### src/rtl/riscy_pkg.sv
// Shared types and encodings for the riscy32 cores.
// State enum, opcodes, mux selects and ALU codes.
package riscy_pkg;

  typedef enum logic [3:0] {
    S_FETCH,
    S_DECODE,
    S_MEMADR,
    S_MEMREAD,
    S_MEMWB,
    S_MEMWRITE,
    S_EXECUTER,
    S_EXECUTEI,
    S_ALUWB,
    S_BRANCH,
    S_JAL,
    S_LUI,
    S_TRAP
  } state_t;

  localparam logic [6:0] OP_R      = 7'b0110011;
  localparam logic [6:0] OP_I      = 7'b0010011;
  localparam logic [6:0] OP_LOAD   = 7'b0000011;
  localparam logic [6:0] OP_STORE  = 7'b0100011;
  localparam logic [6:0] OP_BRANCH = 7'b1100011;
  localparam logic [6:0] OP_JAL    = 7'b1101111;
  localparam logic [6:0] OP_LUI    = 7'b0110111;

  localparam logic [2:0] IMM_I = 3'd0;
  localparam logic [2:0] IMM_S = 3'd1;
  localparam logic [2:0] IMM_B = 3'd2;
  localparam logic [2:0] IMM_U = 3'd3;
  localparam logic [2:0] IMM_J = 3'd4;

  localparam logic [1:0] SRCA_PC    = 2'b00;
  localparam logic [1:0] SRCA_OLDPC = 2'b01;
  localparam logic [1:0] SRCA_RS1   = 2'b10;
  localparam logic [1:0] SRCA_ZERO  = 2'b11;

  localparam logic [1:0] SRCB_RS2  = 2'b00;
  localparam logic [1:0] SRCB_IMM  = 2'b01;
  localparam logic [1:0] SRCB_FOUR = 2'b10;

  localparam logic [1:0] RES_ALUOUT = 2'b00;
  localparam logic [1:0] RES_DATA   = 2'b01;
  localparam logic [1:0] RES_ALU    = 2'b10;

  localparam logic [3:0] ALU_ADD = 4'h0;
  localparam logic [3:0] ALU_SUB = 4'h8;

  // Immediate format implied by the opcode.
  function automatic logic [2:0] imm_sel(
    input logic [6:0] op
  );
    logic [2:0] s;
    s = IMM_I;
    unique case (1'b1)
      (op == OP_STORE):  s = IMM_S;
      (op == OP_BRANCH): s = IMM_B;
      (op == OP_LUI):    s = IMM_U;
      (op == OP_JAL):    s = IMM_J;
      default:           s = IMM_I;
    endcase
    return s;
  endfunction

endpackage

### src/rtl/multicycle_control_branch_unit.sv
// Branch condition evaluation from funct3 and ALU flags.
// Ports: funct3, flags {N,Z,C,V} in; taken out.
module branch_unit
  import riscy_pkg::*;
(
  input  logic [2:0] funct3,
  input  logic [3:0] flags,
  output logic       taken
);

  logic n, z, c, v;

  assign n = flags[3];
  assign z = flags[2];
  assign c = flags[1];
  assign v = flags[0];

  // Unsigned compare: C set means no borrow, i.e. a >= b.
  always_comb begin
    taken = 1'b0;
    case (funct3)
      3'd0:    taken = z;
      3'd1:    taken = ~z;
      3'd4:    taken = n ^ v;
      3'd5:    taken = ~(n ^ v);
      3'd6:    taken = ~c;
      3'd7:    taken = c;
      default: taken = 1'b0;
    endcase
  end

endmodule

### src/rtl/multicycle_control.sv
// Main control FSM of the multi-cycle RV32I core.
// Ports: clk, reset, op/funct3/funct7, flags, mem_ready in;
//   datapath controls, instr_done, illegal, instret out.
module multicycle_control
  import riscy_pkg::*;
#(
  parameter int CNT_W = 32
) (
  input  logic             clk,
  input  logic             reset,
  input  logic [6:0]       op,
  input  logic [2:0]       funct3,
  input  logic             funct7,
  input  logic [3:0]       flags,
  input  logic             mem_ready,
  output logic             mem_req,
  output logic             MemWrite,
  output logic             AdrSrc,
  output logic             IRWrite,
  output logic             PCWrite,
  output logic             RegWrite,
  output logic [1:0]       ALUSrcA,
  output logic [1:0]       ALUSrcB,
  output logic [3:0]       ALUControl,
  output logic [2:0]       ImmSrc,
  output logic [1:0]       ResultSrc,
  output logic             instr_done,
  output logic             illegal,
  output logic [CNT_W-1:0] instret
);

  localparam logic [CNT_W-1:0] ONE = 1;

  state_t state, next;
  logic   taken;

  branch_unit u_br (
    .funct3 (funct3),
    .flags  (flags),
    .taken  (taken)
  );

  always_ff @(posedge clk) begin
    if (reset) begin
      state   <= S_FETCH;
      instret <= '0;
    end else begin
      state <= next;
      if (instr_done) instret <= instret + ONE;
    end
  end

  always_comb begin
    next       = state;
    mem_req    = 1'b0;
    MemWrite   = 1'b0;
    AdrSrc     = 1'b0;
    IRWrite    = 1'b0;
    PCWrite    = 1'b0;
    RegWrite   = 1'b0;
    ALUSrcA    = SRCA_PC;
    ALUSrcB    = SRCB_RS2;
    ALUControl = ALU_ADD;
    ImmSrc     = IMM_I;
    ResultSrc  = RES_ALUOUT;
    instr_done = 1'b0;
    illegal    = 1'b0;
    unique case (state)
      S_FETCH: begin
        mem_req   = 1'b1;
        ALUSrcB   = SRCB_FOUR;
        ResultSrc = RES_ALU;
        if (mem_ready) begin
          IRWrite = 1'b1;
          PCWrite = 1'b1;
          next    = S_DECODE;
        end
      end
      S_DECODE: begin
        // Branch/jal target precomputed into ALUOut.
        ALUSrcA = SRCA_OLDPC;
        ALUSrcB = SRCB_IMM;
        ImmSrc  = imm_sel(op);
        unique case (1'b1)
          (op == OP_LOAD),
          (op == OP_STORE):  next = S_MEMADR;
          (op == OP_R):      next = S_EXECUTER;
          (op == OP_I):      next = S_EXECUTEI;
          (op == OP_BRANCH): next = S_BRANCH;
          (op == OP_JAL):    next = S_JAL;
          (op == OP_LUI):    next = S_LUI;
          default:           next = S_TRAP;
        endcase
      end
      S_MEMADR: begin
        ALUSrcA = SRCA_RS1;
        ALUSrcB = SRCB_IMM;
        if (op == OP_LOAD) begin
          ImmSrc = IMM_I;
          next   = S_MEMREAD;
        end else begin
          ImmSrc = IMM_S;
          next   = S_MEMWRITE;
        end
      end
      S_MEMREAD: begin
        mem_req = 1'b1;
        AdrSrc  = 1'b1;
        if (mem_ready) next = S_MEMWB;
      end
      S_MEMWB: begin
        ResultSrc  = RES_DATA;
        RegWrite   = 1'b1;
        instr_done = 1'b1;
        next       = S_FETCH;
      end
      S_MEMWRITE: begin
        mem_req  = 1'b1;
        MemWrite = 1'b1;
        AdrSrc   = 1'b1;
        if (mem_ready) begin
          instr_done = 1'b1;
          next       = S_FETCH;
        end
      end
      S_EXECUTER: begin
        ALUSrcA    = SRCA_RS1;
        ALUSrcB    = SRCB_RS2;
        ALUControl = {funct7, funct3};
        next       = S_ALUWB;
      end
      S_EXECUTEI: begin
        // IR[30] only selects srai among the I-type ops.
        ALUSrcA    = SRCA_RS1;
        ALUSrcB    = SRCB_IMM;
        ImmSrc     = IMM_I;
        ALUControl = {(funct3 == 3'd5) ? funct7 : 1'b0,
                      funct3};
        next       = S_ALUWB;
      end
      S_ALUWB: begin
        ResultSrc  = RES_ALUOUT;
        RegWrite   = 1'b1;
        instr_done = 1'b1;
        next       = S_FETCH;
      end
      S_BRANCH: begin
        ALUSrcA    = SRCA_RS1;
        ALUSrcB    = SRCB_RS2;
        ALUControl = ALU_SUB;
        ResultSrc  = RES_ALUOUT;
        ImmSrc     = IMM_B;
        PCWrite    = taken;
        instr_done = 1'b1;
        next       = S_FETCH;
      end
      S_JAL: begin
        // PC takes the target from ALUOut; ALU forms OldPC+4.
        ALUSrcA   = SRCA_OLDPC;
        ALUSrcB   = SRCB_FOUR;
        ResultSrc = RES_ALUOUT;
        PCWrite   = 1'b1;
        ImmSrc    = IMM_J;
        next      = S_ALUWB;
      end
      S_LUI: begin
        ALUSrcA = SRCA_ZERO;
        ALUSrcB = SRCB_IMM;
        ImmSrc  = IMM_U;
        next    = S_ALUWB;
      end
      S_TRAP: begin
        illegal = 1'b1;
        next    = S_TRAP;
      end
      default: next = S_FETCH;
    endcase
  end

endmodule

### config.mk
export PLATFORM = sky130hd
export DESIGN_NAME = multicycle_control
export DESIGN_NICKNAME = d
export VERILOG_FILES = /design/src/rtl/riscy_pkg.sv /design/src/rtl/multicycle_control_branch_unit.sv /design/src/rtl/multicycle_control.sv
export SDC_FILE = /design/constraint.sdc
export NUM_CORES = 1
export LEC_CHECK = 0
export ABC_AREA = 1
export CORE_MARGIN = 2
export CORE_UTILIZATION = 49
export CTS_CLUSTER_DIAMETER = 50
export DETAILED_ROUTE_END_ITERATION = 6
export PLACE_DENSITY_LB_ADDON = 0.08
export SYNTH_ARGS = -nofsm -noshare
export SYNTH_HDL_FRONTEND = slang
export SYNTH_SLANG_ARGS = --single-unit
### constraint.sdc
create_clock -name clk -period 1.8 [get_ports clk]
set_input_delay 0.45 -clock clk [delete_from_list [all_inputs] [get_ports clk]]
set_output_delay 0.45 -clock clk [all_outputs]
set_load 0.01 [all_outputs]
Word-level counts from Yosys, hierarchy flattened
Cells that the tools add are included.
{ "word_totals": {"wordCells": 71, "inputBits": 18, "register_bits": 36} }
{ "classes": {"add_sub_neg": 1, "n_reduce_logical": 13, "muxes": 24, "bitwise_logic": 4, "eq_ne": 27} }
{ "ops": {"columns": ["operator", "n"], "rows": [
  ["$add 32x1->32 const B", 1],
  ["$pmux 4 s7", 1],
  ["$pmux 4 s6", 1],
  ["$eq 7x6->1 const B", 3],
  ["$eq 4x4->1 const B", 5],
  ["$eq 4x3->1 const B", 4],
  ["$pmux 3 s5", 1],
  ["$eq 7x7->1 const B", 2],
  ["$eq 3x3->1 const B", 4],
  ["$mux 4", 3],
  ["$pmux 3 s4", 1],
  ["$pmux 4 s3", 1],
  ["$reduce_or 4->1", 3],
  ["$reduce_or 2->1", 5],
  ["$mux 1", 9],
  ["$eq 4x2->1 const B", 2],
  ["$pmux 2 s2", 2],
  ["$eq 7x2->1 const B", 1],
  ["$eq 7x5->1 const B", 1],
  ["$ne 2x2->1 const B", 3],
  ["$pmux 1 s6", 1],
  ["$pmux 2 s3", 1],
  ["$reduce_or 3->1", 2],
  ["$eq 4x1->1 const B", 1],
  ["other kinds (9)", 11]
]} }

Logic depth before layout (Yosys ltp)
{ "depth": {"word_depth": 4, "ltp_mapped": 11, "ltp_nobuf": 11} }

Modules after synthesis
A second synthesis with hierarchy kept.
{ "hier_totals": {"hier_cells": 435, "area_unflattened_um2": 2581.2} }
{ "by_module_without_submodules": {"columns": ["mod", "cells_per_inst", "area_per_inst_um2", "instances"], "rows": [
  ["multicycle_control", 408, 2469.9, 1],
  ["branch_unit", 27, 111.4, 1]
]} }

Least setup slack after synthesis
OpenSTA, ideal clock, no wires.
{ "synth_timing": {"kind": "reg-to-output", "from": "register state[2]", "to": "output ImmSrc[2]", "path_stages_with_launch": 6, "arrival_time_ns": 1.192, "n_path_buf": 0, "t_required_ns": 1.350, "setup_slack_ns": 0.158, "cell_sequence": "dfxtp_1 > nor2_1 > inv_1 > nor2_1 > inv_1 > o21ai_0"} }
{ "synth_via": {"elab_chain_len": 2} }
{ "synth_rtl": {"columns": ["item", "line", "rtl"], "rows": [
  ["start: declaration", "multicycle_control.sv:34", "state_t state, next;"],
  ["start signal: assignment", "multicycle_control.sv:48", "state <= next;"],
  ["$eq 4x4->1, or another cell as far along", "multicycle_control.sv:68", "unique case (state)"],
  ["$pmux 3 s5 *", "multicycle_control.sv:68", null],
  ["end: declaration", "multicycle_control.sv:25", "output logic [2:0] ImmSrc,"]
]} }
Mark *: on every way between the ends. The rest lies on a longest branch, timed or not.

Final worst setup path
{ "layout_timing": {"from": "input op[0]", "to": "output ImmSrc[0]"} }
{ "layout_via": {"elab_chain_len": 3} }
{ "layout_rtl": {"columns": ["item", "line", "rtl"], "rows": [
  ["start: declaration", "multicycle_control.sv:11", "input logic [6:0] op,"],
  ["$eq 7x7->1, or another cell as far along", "riscy_pkg.sv:61", "(op == OP_JAL): s = IMM_J;"],
  ["$pmux 3 s4 / $mux 1 (equally long branches)", "riscy_pkg.sv:57, multicycle_control.sv:98", null],
  ["$pmux 3 s5 *", "multicycle_control.sv:68", null]
]} }
Marked as above.

==> metrics.md <==
| Metric | Value |
|---|---|
| Status | finished with violations |
| Violated checks | setup timing |
| Row count | 26 |
| CTS tree | built |
| Worst VDD drop | 0.534 mV |
| Initial antenna violation count | 0 |
| Buffers on Ports | 70 |
| H-tree lvl count | 2 |
| CORE AREA | 5070 µm² |
| CP Class | in2out |
| F_max | 0.525 GHz |
| GRT overflow | 0 |
| Slew Limit Headroom | 67.1% |
| CP most frequent cell | nand2_2 |
| Syn-to-layout area delta | 60.9% |
| Yosys warnings | 0 |
| Ys async rst share | 0% |
| Number of nets with antenna violations after routing | 0 |
| Area share of the largest cell type after synthesis | 28.1% |
| Sequential area share after synthesis | 28.1% |
| Post-synthesis cell area | 2570 µm² |
| Crit start category | primary input |
| Synth unique cells | 35 |
| Synth top area cells | dfxtp_1 28%, nand2_1 18%, nor2_1 9.4% |
| Syn avg cell area | 6.00 µm² |
| Post-placement cell count | 612 |
| Die height | 76.4 µm |
| Gr usage total | 30.1% |
| Synthesized net count | 447 |
| Drt wl/cell | 14.6 µm |
| Clock slew at the register clock pins of the worst setup and hold paths | 70 ps |
| Cell leakage power | 1.70 nW |
| Crit path largest cell delay | 220 ps |
| Crit. End Element | output port |
| Vias per cell | 5.42 |
| Hold_sp | instret[9]$_SDFFE_PP0P_ |
| Crit share post-route | 106% |
| Tmin final | 1900 ps |
| Filler Cells Inserted | 371 |
| CTS Sinks | 36 |
| Final setup fails | 17 |
| Share of cells above drive strength 1 | 33.1% |
| Fin Hold WS | 491 ps |
| ANT cells | 0 |
| Worst Path Arrival | 1450 ps |
| Reg2reg setup slack | 0 ps |
| Initial Util | 50.6% |
| GP Congestion | 0.955 |
| Crit-path max FO | 3 |
| TNS Setup | -709 ps |
| PwrDens | 699 nW/µm² |
| Drc violations | 0 |
| Mapped Cells | 428 |
| Skew-Pair Late Insertion Delay | 290 ps |
| Max clock buf depth | 2 |
| Max-slew violation count | 0 |
| First-pass GRT wire length | 14.7 mm |
| Worst setup path startpoint | op[0] |
| RSZ-0062 raised after global routing | yes |
| Total power | 0.00289 W |
| Die W | 76.4 µm |
| Critical Path RT | 1350 ps |
| Number of synthesized flops with an enable pin | 0 |
| CTS Root Buffer Type | clkbuf_8 |
| Post-route setup slack | -104 ps |
| Final wirelength | 9.26 mm |
| Die ar. | 5840 µm² |
| Least-Margin Pin Slew | 493 ps |
| Post-DP HPWL | 6.19 mm |
| Synth Flop Type | dfxtp_1 |
| RR Startpoint | state[0]$_SDFFE_PP0P_ |
| Largest area contributor in the netlist | dfxtp_1 |
| Nets@finish | 583 |
| Max Cap Violations | 0 |
| Most common cell after layout, fill and taps aside | nand2_1 |
| Clk_skew | 6.29 ps |
| Largest net degree at the start of global routing | 21 |
| Endpoints failing hold | 0 |
| Drt pass-1 iters | 5 |
| Vias in the first global route | 3,288 |
| Most frequent cells in the layout | 116 x nand2_1, 55 x buf_4, 45 x nor2_1, 37 x inv_1, 34 x clkdlybuf4s50_1 |
| Worst slack, placed | -776 ps |
| CP cell instances | clkdlybuf4s15_1 -> nand2_2 -> nor2_4 -> nand4_1 -> nand2_2 -> nand3b_1 -> buf_2 |
| Hold Crit Class | reg2reg |
| Vias | 3,441 |
| Non-Filler Instances | 635 |
| Slowest cell on crit path | clkdlybuf4s15_1 |
| Synthesized flop and latch total | 36 |
| Total CTS buffers | 5 |
| Ports | 71 |
| Starting DRC count in detailed routing | 188 |
report_power, final:
group	leakage (nW)	internal (W)	switching, W
clock network	0.0455	0.000312	0.000284
logic	1.35	0.000695	0.000723
registers	0.297	0.000834	0.0000389
path summary, 6_finish.rpt:
check | end | cells after the start
setup / recovery | ImmSrc[0] | 7
hold reg to reg | instret[9]$_SDFFE_PP0P_ | 1
setup reg to reg | instret[11]$_SDFFE_PP0P_ | 14
hold / removal | instret[9]$_SDFFE_PP0P_ | 1
final cells by class:
type | instances | area (µm²) | area share (%)
Tap cell | 70 | 87.6 | 2.12
Sequential cell | 36 | 741 | 17.9
Inverter | 51 | 204 | 4.93
Clock buffer | 8 | 90.1 | 2.18
Multi-Input combinational cell | 334 | 1840 | 44.5
Timing Repair Buffer | 136 | 1170 | 28.3
layer usage:
layer	part of all wire, %	GRT usage (%)	vias up	wire length [µm]
met1	40	33.7	1629	3690
met2	53	57.0	133	4890
met4	2.0	10.5	0	182
met5	0	0	-	0
met3	5.5	5.09	22	508
li1	-	-	1657	-
Yosys cell counts (4+ instances only):
library cell,count
xnor2_1,5
xor2_1,6
nand3_1,28
inv_1,47
nand4_1,10
a21oi_1,32
dfxtp_1,36
nand2_1,125
nor2_2,6
nor2_1,64
o21ai_0,16
nand2_2,6
nor3_1,11
inv_2,4
worst max-delay path: cells and delay by family:
kind / cells / cell delay (ps)
simple gates: 5 / 630
buf+inv: 2 / 370
metrics by stage:
step,util (%),cell area [µm²]
after global routing,81.4,4130
after floorplan,-,2570
after global placement,72.7,3690
after detailed placement,72.7,3690
final,81.4,4130
after CTS,76.3,3870
sequential cells by signal, indices dropped and copies added, names as in the netlist:
name / cells
instret: 32
state: 4
cell families after synthesis:
family | after synthesis | share of synthesized area [%]
AOI/OAI and AO/OA | 60 | 12.7
DFF | 36 | 28.1
and+or+nand+nor | 262 | 45.7
adders and majority gates | 1 | 0.487
xor gates and xnor gates | 11 | 3.75
buffers and inverters | 58 | 9.35
what timing repair did:
action / in CTS / in global routing
buffers inserted: 9 / 5
pin swaps: 26 / 19
endpoints found under the setup margin: 32 / 47
cloned: 0 / 1
hold buffers: 0 / 0
gates resized for setup: 160 / 71
(Power assumes the default switching activity.)
